===== config.mk =====
export PLATFORM = sky130hd
export DESIGN_NAME = ysyx_22041412_idu_stage
export DESIGN_NICKNAME = d
export VERILOG_FILES = /design/src/rtl/ysyx_22041412_idu_pkg.sv /design/src/rtl/ysyx_22041412_dec_core.sv /design/src/rtl/ysyx_22041412_idu_stage.sv
export SDC_FILE = /design/constraint.sdc
export NUM_CORES = 1
export LEC_CHECK = 0
export BUFFER_PORTS_ARGS = -buffer_cell sky130_fd_sc_hd__buf_4
export CORE_MARGIN = 4
export CORE_UTILIZATION = 55
export CTS_CLUSTER_DIAMETER = 100
export DETAILED_ROUTE_END_ITERATION = 8
export PLACE_DENSITY = 0.76
export SLEW_MARGIN = 25
export SYNTH_ARGS = -nofsm -noshare
export SYNTH_HDL_FRONTEND = slang
export SYNTH_HIERARCHICAL = 1
export SYNTH_SLANG_ARGS = --single-unit

===== constraint.sdc =====
create_clock -name clk -period 32.5 [get_ports clk]
set_clock_uncertainty 0.15 [all_clocks]
set_input_delay 1.625 -clock clk [delete_from_list [all_inputs] [get_ports clk]]
set_output_delay 1.625 -clock clk [all_outputs]
set_load 0.01 [all_outputs]

===== src/rtl/ysyx_22041412_idu_pkg.sv =====
// Shared decode encodings for the IDU: opcodes, micro-op field types and the packed uop layout.
// Also holds the funct7 legality set and the ALU-mode selector used by the decoder.
package ysyx_22041412_idu_pkg;

    localparam logic [6:0] OP_LUI    = 7'b0110111;
    localparam logic [6:0] OP_AUIPC  = 7'b0010111;
    localparam logic [6:0] OP_JAL    = 7'b1101111;
    localparam logic [6:0] OP_JALR   = 7'b1100111;
    localparam logic [6:0] OP_BRANCH = 7'b1100011;
    localparam logic [6:0] OP_LOAD   = 7'b0000011;
    localparam logic [6:0] OP_STORE  = 7'b0100011;
    localparam logic [6:0] OP_IMM    = 7'b0010011;
    localparam logic [6:0] OP_IMM32  = 7'b0011011;
    localparam logic [6:0] OP_REG    = 7'b0110011;
    localparam logic [6:0] OP_REG32  = 7'b0111011;
    localparam logic [6:0] OP_FENCE  = 7'b0001111;
    localparam logic [6:0] OP_SYSTEM = 7'b1110011;

    localparam logic [6:0] F7_BASE = 7'b0000000;
    localparam logic [6:0] F7_ALT  = 7'b0100000;
    localparam logic [6:0] F7_MDU  = 7'b0000001;

    localparam int REG_W = 5;
    localparam int ALU_W = 4;

    typedef enum logic [ALU_W-1:0] {
        ALU_UADD = 4'd0, ALU_SUB, ALU_SLL, ALU_SLT, ALU_SLTU,
        ALU_XOR, ALU_SRL, ALU_SRA, ALU_OR, ALU_AND
    } alu_e;

    typedef enum logic [1:0] {V1_REG = 2'd0, V1_PC, V1_ZERO} v1_e;
    typedef enum logic [1:0] {V2_REG = 2'd0, V2_IMM, V2_FOUR} v2_e;
    typedef enum logic [1:0] {MEM_IDLE = 2'd0, MEM_LOAD, MEM_STORE} mem_e;
    typedef enum logic [1:0] {JMP_IDLE = 2'd0, JMP_JAL, JMP_JALR, JMP_BRANCH} jmp_e;
    typedef enum logic [2:0] {FMT_R = 3'd0, FMT_I, FMT_S, FMT_B, FMT_U, FMT_J} fmt_e;

    typedef struct packed {
        logic [REG_W-1:0] rs1;
        logic [REG_W-1:0] rs2;
        logic [REG_W-1:0] rd;
        alu_e             alu_mode;
        v1_e              v1type;
        v2_e              v2type;
        mem_e             mem_mode;
        jmp_e             jump_mode;
        logic [2:0]       func3;
        logic             mul_en;
        logic             div_en;
        logic             rv64_en;
        logic             fence_i;
    } uop_t;

    localparam int UOP_W = $bits(uop_t);

    function automatic logic funct7_ok(input logic [6:0] f7);
        return (f7 == F7_BASE) || (f7 == F7_ALT) || (f7 == F7_MDU);
    endfunction

    // instr[30] picks SUB over ADD (register form only) and SRA over SRL (both forms)
    function automatic alu_e alu_sel(input logic [2:0] f3, input logic alt, input logic is_imm);
        alu_e m;
        case (f3)
            3'b000:  m = (alt && !is_imm) ? ALU_SUB : ALU_UADD;
            3'b001:  m = ALU_SLL;
            3'b010:  m = ALU_SLT;
            3'b011:  m = ALU_SLTU;
            3'b100:  m = ALU_XOR;
            3'b101:  m = alt ? ALU_SRA : ALU_SRL;
            3'b110:  m = ALU_OR;
            default: m = ALU_AND;
        endcase
        return m;
    endfunction

endpackage


===== src/rtl/ysyx_22041412_dec_core.sv =====
// Combinational RV32I/RV64I(+M) decoder: raw instruction -> packed uop, immediate, illegal flag.
// Illegal instructions produce an all-zero uop and immediate.
module ysyx_22041412_dec_core
    import ysyx_22041412_idu_pkg::*;
#(
    parameter int XLEN   = 64,
    parameter int EN_MDU = 1
) (
    input  logic [31:0]      instr,
    output logic [UOP_W-1:0] uop,
    output logic [XLEN-1:0]  imm,
    output logic             illegal,
    output logic             is_jal
);

    logic [6:0]         opcode;
    logic [6:0]         f7;
    uop_t               u;
    fmt_e               fmt;
    logic               bad;
    logic signed [31:0] imm32;

    always_comb begin
        opcode  = instr[6:0];
        f7      = instr[31:25];
        u       = '0;
        u.rs1   = instr[19:15];
        u.rs2   = instr[24:20];
        u.rd    = instr[11:7];
        u.func3 = instr[14:12];
        fmt     = FMT_R;
        bad     = 1'b0;
        imm32   = '0;

        case (opcode)
            OP_LUI:    begin fmt = FMT_U; u.v1type = V1_ZERO; u.v2type = V2_IMM; end
            OP_AUIPC:  begin fmt = FMT_U; u.v1type = V1_PC;   u.v2type = V2_IMM; end
            OP_JAL:    begin fmt = FMT_J; u.v1type = V1_PC; u.v2type = V2_FOUR; u.jump_mode = JMP_JAL;  end
            OP_JALR:   begin fmt = FMT_I; u.v1type = V1_PC; u.v2type = V2_FOUR; u.jump_mode = JMP_JALR; end
            OP_BRANCH: begin fmt = FMT_B; u.alu_mode = ALU_SUB; u.jump_mode = JMP_BRANCH; end
            OP_LOAD:   begin fmt = FMT_I; u.v2type = V2_IMM; u.mem_mode = MEM_LOAD;  end
            OP_STORE:  begin fmt = FMT_S; u.v2type = V2_IMM; u.mem_mode = MEM_STORE; end
            OP_IMM, OP_IMM32: begin
                fmt        = FMT_I;
                u.v2type   = V2_IMM;
                u.alu_mode = alu_sel(instr[14:12], instr[30], 1'b1);
                u.rv64_en  = (opcode == OP_IMM32);
                if (opcode == OP_IMM32 && XLEN == 32) bad = 1'b1;
            end
            OP_REG, OP_REG32: begin
                fmt       = FMT_R;
                u.rv64_en = (opcode == OP_REG32);
                if (f7 == F7_MDU) begin
                    u.mul_en = !instr[14];
                    u.div_en = instr[14];
                    if (EN_MDU == 0) bad = 1'b1;
                end else begin
                    u.alu_mode = alu_sel(instr[14:12], instr[30], 1'b0);
                    if (!funct7_ok(f7)) bad = 1'b1;
                end
                if (opcode == OP_REG32 && XLEN == 32) bad = 1'b1;
            end
            OP_FENCE:  begin fmt = FMT_I; u.fence_i = (instr[14:12] == 3'b001); end
            OP_SYSTEM: fmt = FMT_I;
            default:   bad = 1'b1;
        endcase

        // J-type register fields overlap immediate bits, so they are cleared like U-type
        case (fmt)
            FMT_I:        u.rs2 = '0;
            FMT_S, FMT_B: u.rd  = '0;
            FMT_U, FMT_J: begin u.rs1 = '0; u.rs2 = '0; end
            default: ;
        endcase

        case (fmt)
            FMT_I:   imm32 = {{20{instr[31]}}, instr[31:20]};
            FMT_S:   imm32 = {{20{instr[31]}}, instr[31:25], instr[11:7]};
            FMT_B:   imm32 = {{19{instr[31]}}, instr[31], instr[7], instr[30:25], instr[11:8], 1'b0};
            FMT_U:   imm32 = {instr[31:12], 12'b0};
            FMT_J:   imm32 = {{11{instr[31]}}, instr[31], instr[19:12], instr[20], instr[30:21], 1'b0};
            default: imm32 = '0;
        endcase

        if (bad) begin
            u     = '0;
            imm32 = '0;
        end
    end

    assign uop     = u;
    assign imm     = XLEN'(imm32);
    assign illegal = bad;
    assign is_jal  = !bad && (opcode == OP_JAL);

endmodule


===== src/rtl/ysyx_22041412_idu_stage.sv =====
// Instruction-decode stage: decoder feeding a DEPTH-entry FIFO with registered head outputs,
// plus an early JAL target pulse back to the IFU.
module ysyx_22041412_idu_stage
    import ysyx_22041412_idu_pkg::*;
#(
    parameter int XLEN   = 64,
    parameter int DEPTH  = 2,
    parameter int EN_MDU = 1
) (
    input  logic             clk,
    input  logic             rst,
    input  logic             flush,
    input  logic             in_valid,
    output logic             in_ready,
    input  logic [31:0]      in_instr,
    input  logic [XLEN-1:0]  in_pc,
    output logic             out_valid,
    input  logic             out_ready,
    output logic [XLEN-1:0]  out_pc,
    output logic [UOP_W-1:0] out_uop,
    output logic [XLEN-1:0]  out_imm,
    output logic             out_illegal,
    output logic             jal_valid,
    output logic [XLEN-1:0]  jal_pc
);

    localparam int PTR_W = (DEPTH > 1) ? $clog2(DEPTH) : 1;
    localparam int CNT_W = PTR_W + 1;
    localparam logic [CNT_W-1:0] FULL_CNT = CNT_W'(DEPTH);

    logic [UOP_W-1:0] uop_p0;
    logic [XLEN-1:0]  imm_p0;
    logic             illegal_p0;
    logic             is_jal_p0;

    logic [XLEN-1:0]  pc_mem  [DEPTH];
    logic [UOP_W-1:0] uop_mem [DEPTH];
    logic [XLEN-1:0]  imm_mem [DEPTH];
    logic             ill_mem [DEPTH];

    logic [PTR_W-1:0] wr_ptr, rd_ptr, rd_nxt;
    logic [CNT_W-1:0] count;
    logic             push, pop;

    ysyx_22041412_dec_core #(
        .XLEN   (XLEN),
        .EN_MDU (EN_MDU)
    ) u_dec (
        .instr   (in_instr),
        .uop     (uop_p0),
        .imm     (imm_p0),
        .illegal (illegal_p0),
        .is_jal  (is_jal_p0)
    );

    assign in_ready  = (count != FULL_CNT) && !rst;
    assign out_valid = (count != '0);
    assign push      = in_valid && in_ready && !flush;
    assign pop       = out_valid && out_ready && !flush;
    assign rd_nxt    = rd_ptr + PTR_W'(1);

    // p0 -> FIFO storage
    always_ff @(posedge clk) begin
        if (push) begin
            pc_mem[wr_ptr]  <= in_pc;
            uop_mem[wr_ptr] <= uop_p0;
            imm_mem[wr_ptr] <= imm_p0;
            ill_mem[wr_ptr] <= illegal_p0;
        end
    end

    // Head registers mirror the FIFO head and keep the last popped entry once empty
    always_ff @(posedge clk or posedge rst) begin
        if (rst) begin
            wr_ptr      <= '0;
            rd_ptr      <= '0;
            count       <= '0;
            out_pc      <= '0;
            out_uop     <= '0;
            out_imm     <= '0;
            out_illegal <= 1'b0;
            jal_valid   <= 1'b0;
            jal_pc      <= '0;
        end else begin
            jal_valid <= push && is_jal_p0;
            if (push && is_jal_p0) jal_pc <= in_pc + imm_p0;

            if (flush) begin
                wr_ptr <= '0;
                rd_ptr <= '0;
                count  <= '0;
            end else begin
                if (push) wr_ptr <= wr_ptr + PTR_W'(1);
                if (pop)  rd_ptr <= rd_nxt;
                if (push && !pop)      count <= count + CNT_W'(1);
                else if (pop && !push) count <= count - CNT_W'(1);
            end

            if (push && (count == '0 || (pop && count == CNT_W'(1)))) begin
                out_pc      <= in_pc;
                out_uop     <= uop_p0;
                out_imm     <= imm_p0;
                out_illegal <= illegal_p0;
            end else if (pop && count > CNT_W'(1)) begin
                out_pc      <= pc_mem[rd_nxt];
                out_uop     <= uop_mem[rd_nxt];
                out_imm     <= imm_mem[rd_nxt];
                out_illegal <= ill_mem[rd_nxt];
            end
        end
    end

endmodule


After elaboration in Yosys (flattened, before gate mapping). Memories as Yosys holds them, arrays and structs flattened. Index checks and enable logic that the tools add are counted.

$mul: 0. Magnitude comparators: 1. Reduce and logical (&&, ||, !) cells: 40. Divide/modulo/power cells: 0. Add/subtract/negate cells: 5. Equality and inequality tests: 28. Bitwise logic cells: 0. Shift-type cells: 0. Muxes and demuxes: 41.

Operators with widths (number): 64-bit 2-to-1 mux (4); 32-bit one-hot mux with 5 select lines (1); 34-bit 2-to-1 mux (3); 64-bit adder (1); 4-bit one-hot mux with 7 select lines (2); 7-bit by 6-bit equality test with 1-bit output (second input constant) (5); 32-bit 2-to-1 mux (1); 7-bit equality test (second input constant) (4); 7-bit by 5-bit equality test with 1-bit output (second input constant) (3); 3-bit equality test (second input constant) (5); 5-bit 2-to-1 mux (3); 3-bit one-hot mux with 5 select lines (1); 1-bit 2-to-1 mux (13); 3-bit by 2-bit equality test with 1-bit output (second input constant) (4); 1-bit logical AND (12); 2-bit one-hot mux with 2 select lines (3); 4-bit one-hot mux with 3 select lines (1); 2-bit OR reduction (6); 6-bit OR reduction (2); 11-bit OR reduction (1); 2-bit 2-to-1 mux (5); 2-bit nonzero test (4); 7-bit by 1-bit equality test with 1-bit output (second input constant) (1); 7-bit by 2-bit equality test with 1-bit output (second input constant) (1); 18 further kinds (29).

Input bits: 101. Register bits: 232. Output and inout bits: 230. ROM bits: 0. Memories kept: 4. Latch bits: 0. Word-level logic and storage cells: 128. Bits in writable memories: 326.

Memory list: imm_mem (depth 2, bits a word 64, read ports 1, clocked after memory_dff 0, write ports 1, RTL line ysyx_22041412_idu_stage.sv:38) `logic [XLEN-1:0] imm_mem [DEPTH];`; pc_mem (depth 2, bits a word 64, read ports 1, clocked after memory_dff 0, write ports 1, RTL line ysyx_22041412_idu_stage.sv:36) `logic [XLEN-1:0] pc_mem [DEPTH];`; uop_mem (depth 2, bits a word 34, read ports 1, clocked after memory_dff 0, write ports 1, RTL line ysyx_22041412_idu_stage.sv:37) `logic [UOP_W-1:0] uop_mem [DEPTH];`; ill_mem (depth 2, bits a word 1, read ports 1, clocked after memory_dff 0, write ports 1, RTL line ysyx_22041412_idu_stage.sv:39) `logic ill_mem [DEPTH];`.

Longest topological paths before layout.
Depth after elaboration: 9. Gate-level depth with buffers: 19. Gate-level depth less buffers: 16.

Hierarchy. The synthesis kept the hierarchy.

Modules (own cells, without submodules): ysyx_22041412_idu_stage (area each 24802.5 um^2, instances 1, sequential area each 15595.0 um^2, cells an instance 2158); ysyx_22041412_dec_core (area each 1375.1 um^2, instances 1, sequential area each 0.0 um^2, cells an instance 215).

Worst setup path after synthesis. No wires, ideal clock.

Path kind: input to register. Start: input rst. End: memory ill_mem[0] (enable). Path buffers: 0. Path slack: 18332 ps. Stages: 3. Setup time: 886 ps. Data required time: 31464 ps. Arrival: 13132 ps. Path through: nor2_1 > nand2_1 > nor3_1.

Word-level cells in the longest chain between the ends: 6.

Ends and longest elaborated chain: from (decl) (RTL line ysyx_22041412_idu_stage.sv:11) `input logic rst,`; 1-bit logical NOT (no line); 1-bit logical AND (RTL line ysyx_22041412_idu_stage.sv:56) `assign in_ready = (count != FULL_CNT) && !rst;`; 1-bit logical AND (2 in series) (RTL line ysyx_22041412_idu_stage.sv:58) `assign push = in_valid && in_ready && !flush;`; 1-bit 2-to-1 mux (RTL line ysyx_22041412_idu_stage.sv:64) `if (push) begin`; 1-bit 2-to-1 mux (implied by the code) (RTL line ysyx_22041412_idu_stage.sv:68) `ill_mem[wr_ptr] <= illegal_p0;`; to (decl) (RTL line ysyx_22041412_idu_stage.sv:39).

Every way passes these cells.

Final worst setup path.
Start: input in_instr[5]. End: register jal_pc[62].

Word-level cells in the longest chain between the ends: 7. Elaborated cells on any way between the ends: 30. Classes of those cells: 1 x add/sub; 18 x eq/ne; 4 x mux; 7 x reduce/logical.

Ends and longest elaborated chain: from (decl) (RTL line ysyx_22041412_idu_stage.sv:15) `input logic [31:0] in_instr,`; 7-bit equality test, or another cell as far along (RTL line ysyx_22041412_dec_core.sv:35) `case (opcode)`; 6-bit OR reduction (no line) / 2-bit OR reduction (equally long branches); 3-bit one-hot mux with 5 select lines (RTL line ysyx_22041412_dec_core.sv:35); 3-bit equality test, or another cell as far along (RTL line ysyx_22041412_dec_core.sv:76) `case (fmt)`; 32-bit one-hot mux with 5 select lines (RTL line ysyx_22041412_dec_core.sv:76); 32-bit 2-to-1 mux (*) (RTL line ysyx_22041412_dec_core.sv:85) `if (bad) begin`; named net imm_p0[0] (RTL line ysyx_22041412_idu_stage.sv:32) `logic [XLEN-1:0] imm_p0;`; 64-bit adder (*) (RTL line ysyx_22041412_idu_stage.sv:86) `if (push && is_jal_p0) jal_pc <= in_pc + imm_p0;`; to (signal assigned) (RTL line ysyx_22041412_idu_stage.sv:86); to (decl) (RTL line ysyx_22041412_idu_stage.sv:24) `output logic [XLEN-1:0] jal_pc`.

Mark *: on every way through the listed nets, which the timed path passes. The rest lies on a longest branch. A chain may end at the register's enable or synchronous reset.

==> metrics.txt <==
outcome finished clean; most frequent cells after synthesis sky130_fd_sc_hd__edfxtp_1, sky130_fd_sc_hd__nand2_1, sky130_fd_sc_hd__o21ai_0, sky130_fd_sc_hd__a21oi_1, sky130_fd_sc_hd__dfrtp_1; DP HPWL 47.76 mm; area share of the largest cell type after synthesis 37.40%; data arrival time of the critical path 6.58 ns; number of buffers created by CTS 58; count leader, synth sky130_fd_sc_hd__edfxtp_1; post-synthesis cell area 26180 um2; area used by sequential logic in the layout 15600 um2; Max Root-Sink Buffers 3; net switching power figure 635.6 uW; crit-path max FO 14; Max rail drop VDD 53.44 uV; gpl congestion 0.9291; critical path start-end classification in2reg; ant diodes 0; leading cell types by total area after synthesis sky130_fd_sc_hd__edfxtp_1, sky130_fd_sc_hd__dfrtp_1, sky130_fd_sc_hd__mux2i_1, sky130_fd_sc_hd__o21ai_0, sky130_fd_sc_hd__a21oi_1; total number of yosys warnings 6; end of the worst register-to-register path pc_mem[1][45]$_DFFE_PP_; clock network fraction of total power 31.4%; number of gates resized after CTS 0; Placed Instances 3149; worst min path class reg2reg; Post-Layout Cell Count 3259; type of origin of the critical path input pin; post-synthesis instance total 2373; Worst setup EP type flip-flop; leakage power 0.01240 uW; WL per Instance 21.48 um; Post-Route Setup TNS 0 ns; post-synthesis net count 2541; Layout Area Growth over Synthesis 17.68%; sink count of the clock tree 558; overall die area 51150 um2; Horiz. Die Dim 226.2 um; Layout Utilization 65.89%; R2R setup slack 28.06 ns; Post-CTS Setup Bufs 0; worst r2r src count[0]$_DFFE_PP0P_; sequential-to-total area share from yosys stat 59.57%; pins over their slew limit 0; CTS tree yes; Hold Vio Cnt, Final 0; Core Region 46750 um2; Netlist cell types 77; Sw Ratio 29.63%; EDFF count, synth 326; largest area contributor in the synthesized netlist sky130_fd_sc_hd__edfxtp_1; fraction of layout instances using a drive strength above 1 17.65%; shortest clock period the worst path allows after layout 6.277 ns; area post-placement 28810 um2; Async SR Flop Fraction 41.58%; final worst-path cycle share 19.31%; Max Freq 159.3 MHz; total DRC errors in the routed layout 0; number of filler cells placed in the layout 3549; Routed WL 70.00 mm; Max-Cap Viols 0; maximum number of pins on one net before global-route repair 161; first-iteration detailed-routing DRC count 1838; Power per Cell Area 69.64 nW/um2; CP Data Required Time 32.80 ns; TritonRoute pass-1 iters 8; Seq pwr share 43.9%; mean cell area of the mapped netlist 11.03 um2; initial cell density of the core 55.99%; Hold EP jal_pc[16]$_DFFE_PP0P_; wire length of the first global-routing pass 107.3 mm; RSZ-0062 raised after global routing false; number of antenna violations at the first check in global routing 0; clk root buf sky130_fd_sc_hd__clkbuf_16; total power after layout 2145 uW; final-report setup violation count 0; number of flip-flops and latches in the synthesized netlist 558; Chip Height 226.2 um; CTS clock-pin slew for the worst setup and hold paths 0.06 ns; Worst Hold Launch jal_pc[16]$_DFFE_PP0P_; Worst R2R Path Depth 8; row count 79; I/O pin count 331; vias 19.24k; number of cells on the worst hold path 2; remaining global-route overflow 0; Post-CTS Hold Buffers 0; final non-filler cell area 30810 um2; portion of total power attributed to combinational logic 24.7%; worst skew pair latency 0.61 ns; relative slew slack 28.42%; Total Routing Usage GR 26.68%; via count of the first global-routing pass 18.61k; multi-input logic area 9738 um2; detailed-route vias per instance 5.905; # H-tree levels 2; Internal 1510 uW; number of antenna-violating nets in the routed design 0; dominant synthesized flop cell sky130_fd_sc_hd__edfxtp_1; transition time of the tightest slew-check pin 1.074 ns; post-layout net count 2772; number of port buffers 330
[power by group through the flow]
| stage | logic [uW] | registers (uW) | clock network (uW) |
|---|---|---|---|
| detailed placement | 532 | 955 | 0 |
| global route | 577 | 953 | 712 |
| finish | 531 | 942 | 673 |
| floorplan | 244 | 981 | 0 |
| global placement | 522 | 950 | 0 |
| CTS | 535 | 942 | 682 |
[logic make-up after synthesis]
kind of cell / after synthesis / share of synthesized area [%]
AOI/OAI and AO/OA: 656 / 14.31
xor gates and xnor gates: 67 / 2.242
adders and majority gates: 67 / 3.231
buffers and inverters: 199 / 3.408
DFF: 558 / 59.57
muxes: 169 / 6.481
and+or+nand+nor: 657 / 10.75
[flip-flops by register name, indices dropped and copies added (netlist names)]
| signal | count |
|---|---|
| pc_mem | 128 |
| count | 2 |
| wr_ptr | 1 |
| jal_pc | 64 |
| ill_mem | 2 |
| out_uop | 34 |
| rd_ptr | 1 |
| out_imm | 64 |
| out_illegal | 1 |
| out_pc | 64 |
| imm_mem | 128 |
| jal_valid | 1 |
| uop_mem | 68 |
[layout make-up]
class	count	share of cell area [%]
clock buffers	82	5.235
well taps	607	2.465
multi-input cells	1616	31.61
inverters	22	0.2924
flip-flops and latches	558	50.63
repair buffers	348	8.704
clock inverters	26	1.060
[cell usage in the layout, fill, tap and decap left out, types with 5 or more instances in the layout]
master / Yosys / layout
sky130_fd_sc_hd__dfrtp_1: 232 / 231
sky130_fd_sc_hd__a21oi_1: 247 / 246
sky130_fd_sc_hd__o211ai_1: 5 / 5
sky130_fd_sc_hd__clkinvlp_4: 0 / 6
sky130_fd_sc_hd__clkinv_2: 0 / 6
sky130_fd_sc_hd__nand2b_1: 7 / 7
sky130_fd_sc_hd__buf_4: 35 / 343
sky130_fd_sc_hd__and3_1: 20 / 20
sky130_fd_sc_hd__clkbuf_16: 0 / 59
sky130_fd_sc_hd__nor2b_1: 8 / 8
sky130_fd_sc_hd__and2_1: 22 / 21
sky130_fd_sc_hd__nor2_1: 218 / 218
sky130_fd_sc_hd__o21ai_1: 9 / 9
sky130_fd_sc_hd__nor3_1: 18 / 16
sky130_fd_sc_hd__o21bai_1: 10 / 10
sky130_fd_sc_hd__xor2_1: 29 / 29
sky130_fd_sc_hd__o21a_1: 7 / 7
sky130_fd_sc_hd__o21ai_0: 268 / 267
sky130_fd_sc_hd__a21o_1: 38 / 38
sky130_fd_sc_hd__mux2i_1: 165 / 165
sky130_fd_sc_hd__o22ai_1: 5 / 5
sky130_fd_sc_hd__nand2_1: 302 / 301
sky130_fd_sc_hd__ha_1: 66 / 66
sky130_fd_sc_hd__o31ai_1: 5 / 5
sky130_fd_sc_hd__bufinv_16: 0 / 7
sky130_fd_sc_hd__nand3_1: 16 / 15
sky130_fd_sc_hd__clkinv_1: 1 / 5
sky130_fd_sc_hd__a211oi_1: 6 / 6
sky130_fd_sc_hd__inv_1: 21 / 20
sky130_fd_sc_hd__a31oi_1: 8 / 8
sky130_fd_sc_hd__clkbuf_8: 0 / 5
sky130_fd_sc_hd__xnor2_1: 38 / 38
sky130_fd_sc_hd__nand4_1: 21 / 21
sky130_fd_sc_hd__clkbuf_1: 116 / 18
sky130_fd_sc_hd__a41oi_1: 5 / 5
sky130_fd_sc_hd__edfxtp_1: 326 / 326
[stage by stage]
step	hold slack (ns)	setup slack [ns]
floorplan	0.3639	18.33
global placement	0.3160	25.87
detailed placement	0.3221	25.71
CTS	0.3353	26.38
global route	0.3557	25.80
finish	0.3343	26.22
[worst max path at each step]
stage	startpoint	end	slack (ns)	depth (start not counted)
4_1_cts	in_instr[5]	jal_pc[62]$_DFFE_PP0P_	26.38	17
2_1_floorplan	rst	ill_mem[0]$_DFFE_PP_	18.33	3
3_5_place_dp	in_instr[5]	jal_pc[62]$_DFFE_PP0P_	25.71	17
3_3_place_gp	in_instr[1]	jal_pc[57]$_DFFE_PP0P_	25.87	15
6_report	in_instr[5]	jal_pc[62]$_DFFE_PP0P_	26.22	17
5_1_grt	in_instr[5]	jal_pc[62]$_DFFE_PP0P_	25.80	17
[critical path, cell delays in order]
cell,delay [ns]
sky130_fd_sc_hd__buf_4,0.18
sky130_fd_sc_hd__nand3_1,0.25
sky130_fd_sc_hd__nor4_2,0.63
sky130_fd_sc_hd__nand2_1,0.11
sky130_fd_sc_hd__o22ai_1,0.30
sky130_fd_sc_hd__ha_1,0.29
sky130_fd_sc_hd__fa_1,0.24
sky130_fd_sc_hd__a21oi_1,0.09
sky130_fd_sc_hd__o221ai_1,0.42
sky130_fd_sc_hd__a31oi_1,0.23
sky130_fd_sc_hd__a21oi_1,0.33
sky130_fd_sc_hd__nand4_1,0.20
sky130_fd_sc_hd__a211oi_1,0.52
sky130_fd_sc_hd__a41oi_1,0.37
sky130_fd_sc_hd__nor4_1,0.41
sky130_fd_sc_hd__mux2i_1,0.22
sky130_fd_sc_hd__o311ai_0,0.15
[layer usage]
layer,GRT usage [%],vias up,routed length (um)
met5,0,-,0
met4,6.225,0,1254
met3,5.239,85,5297
met2,43.47,676,33830
met1,37.63,9510,29620
li1,-,8973,-
No activity file was read; power rests on OpenSTA's default activity.
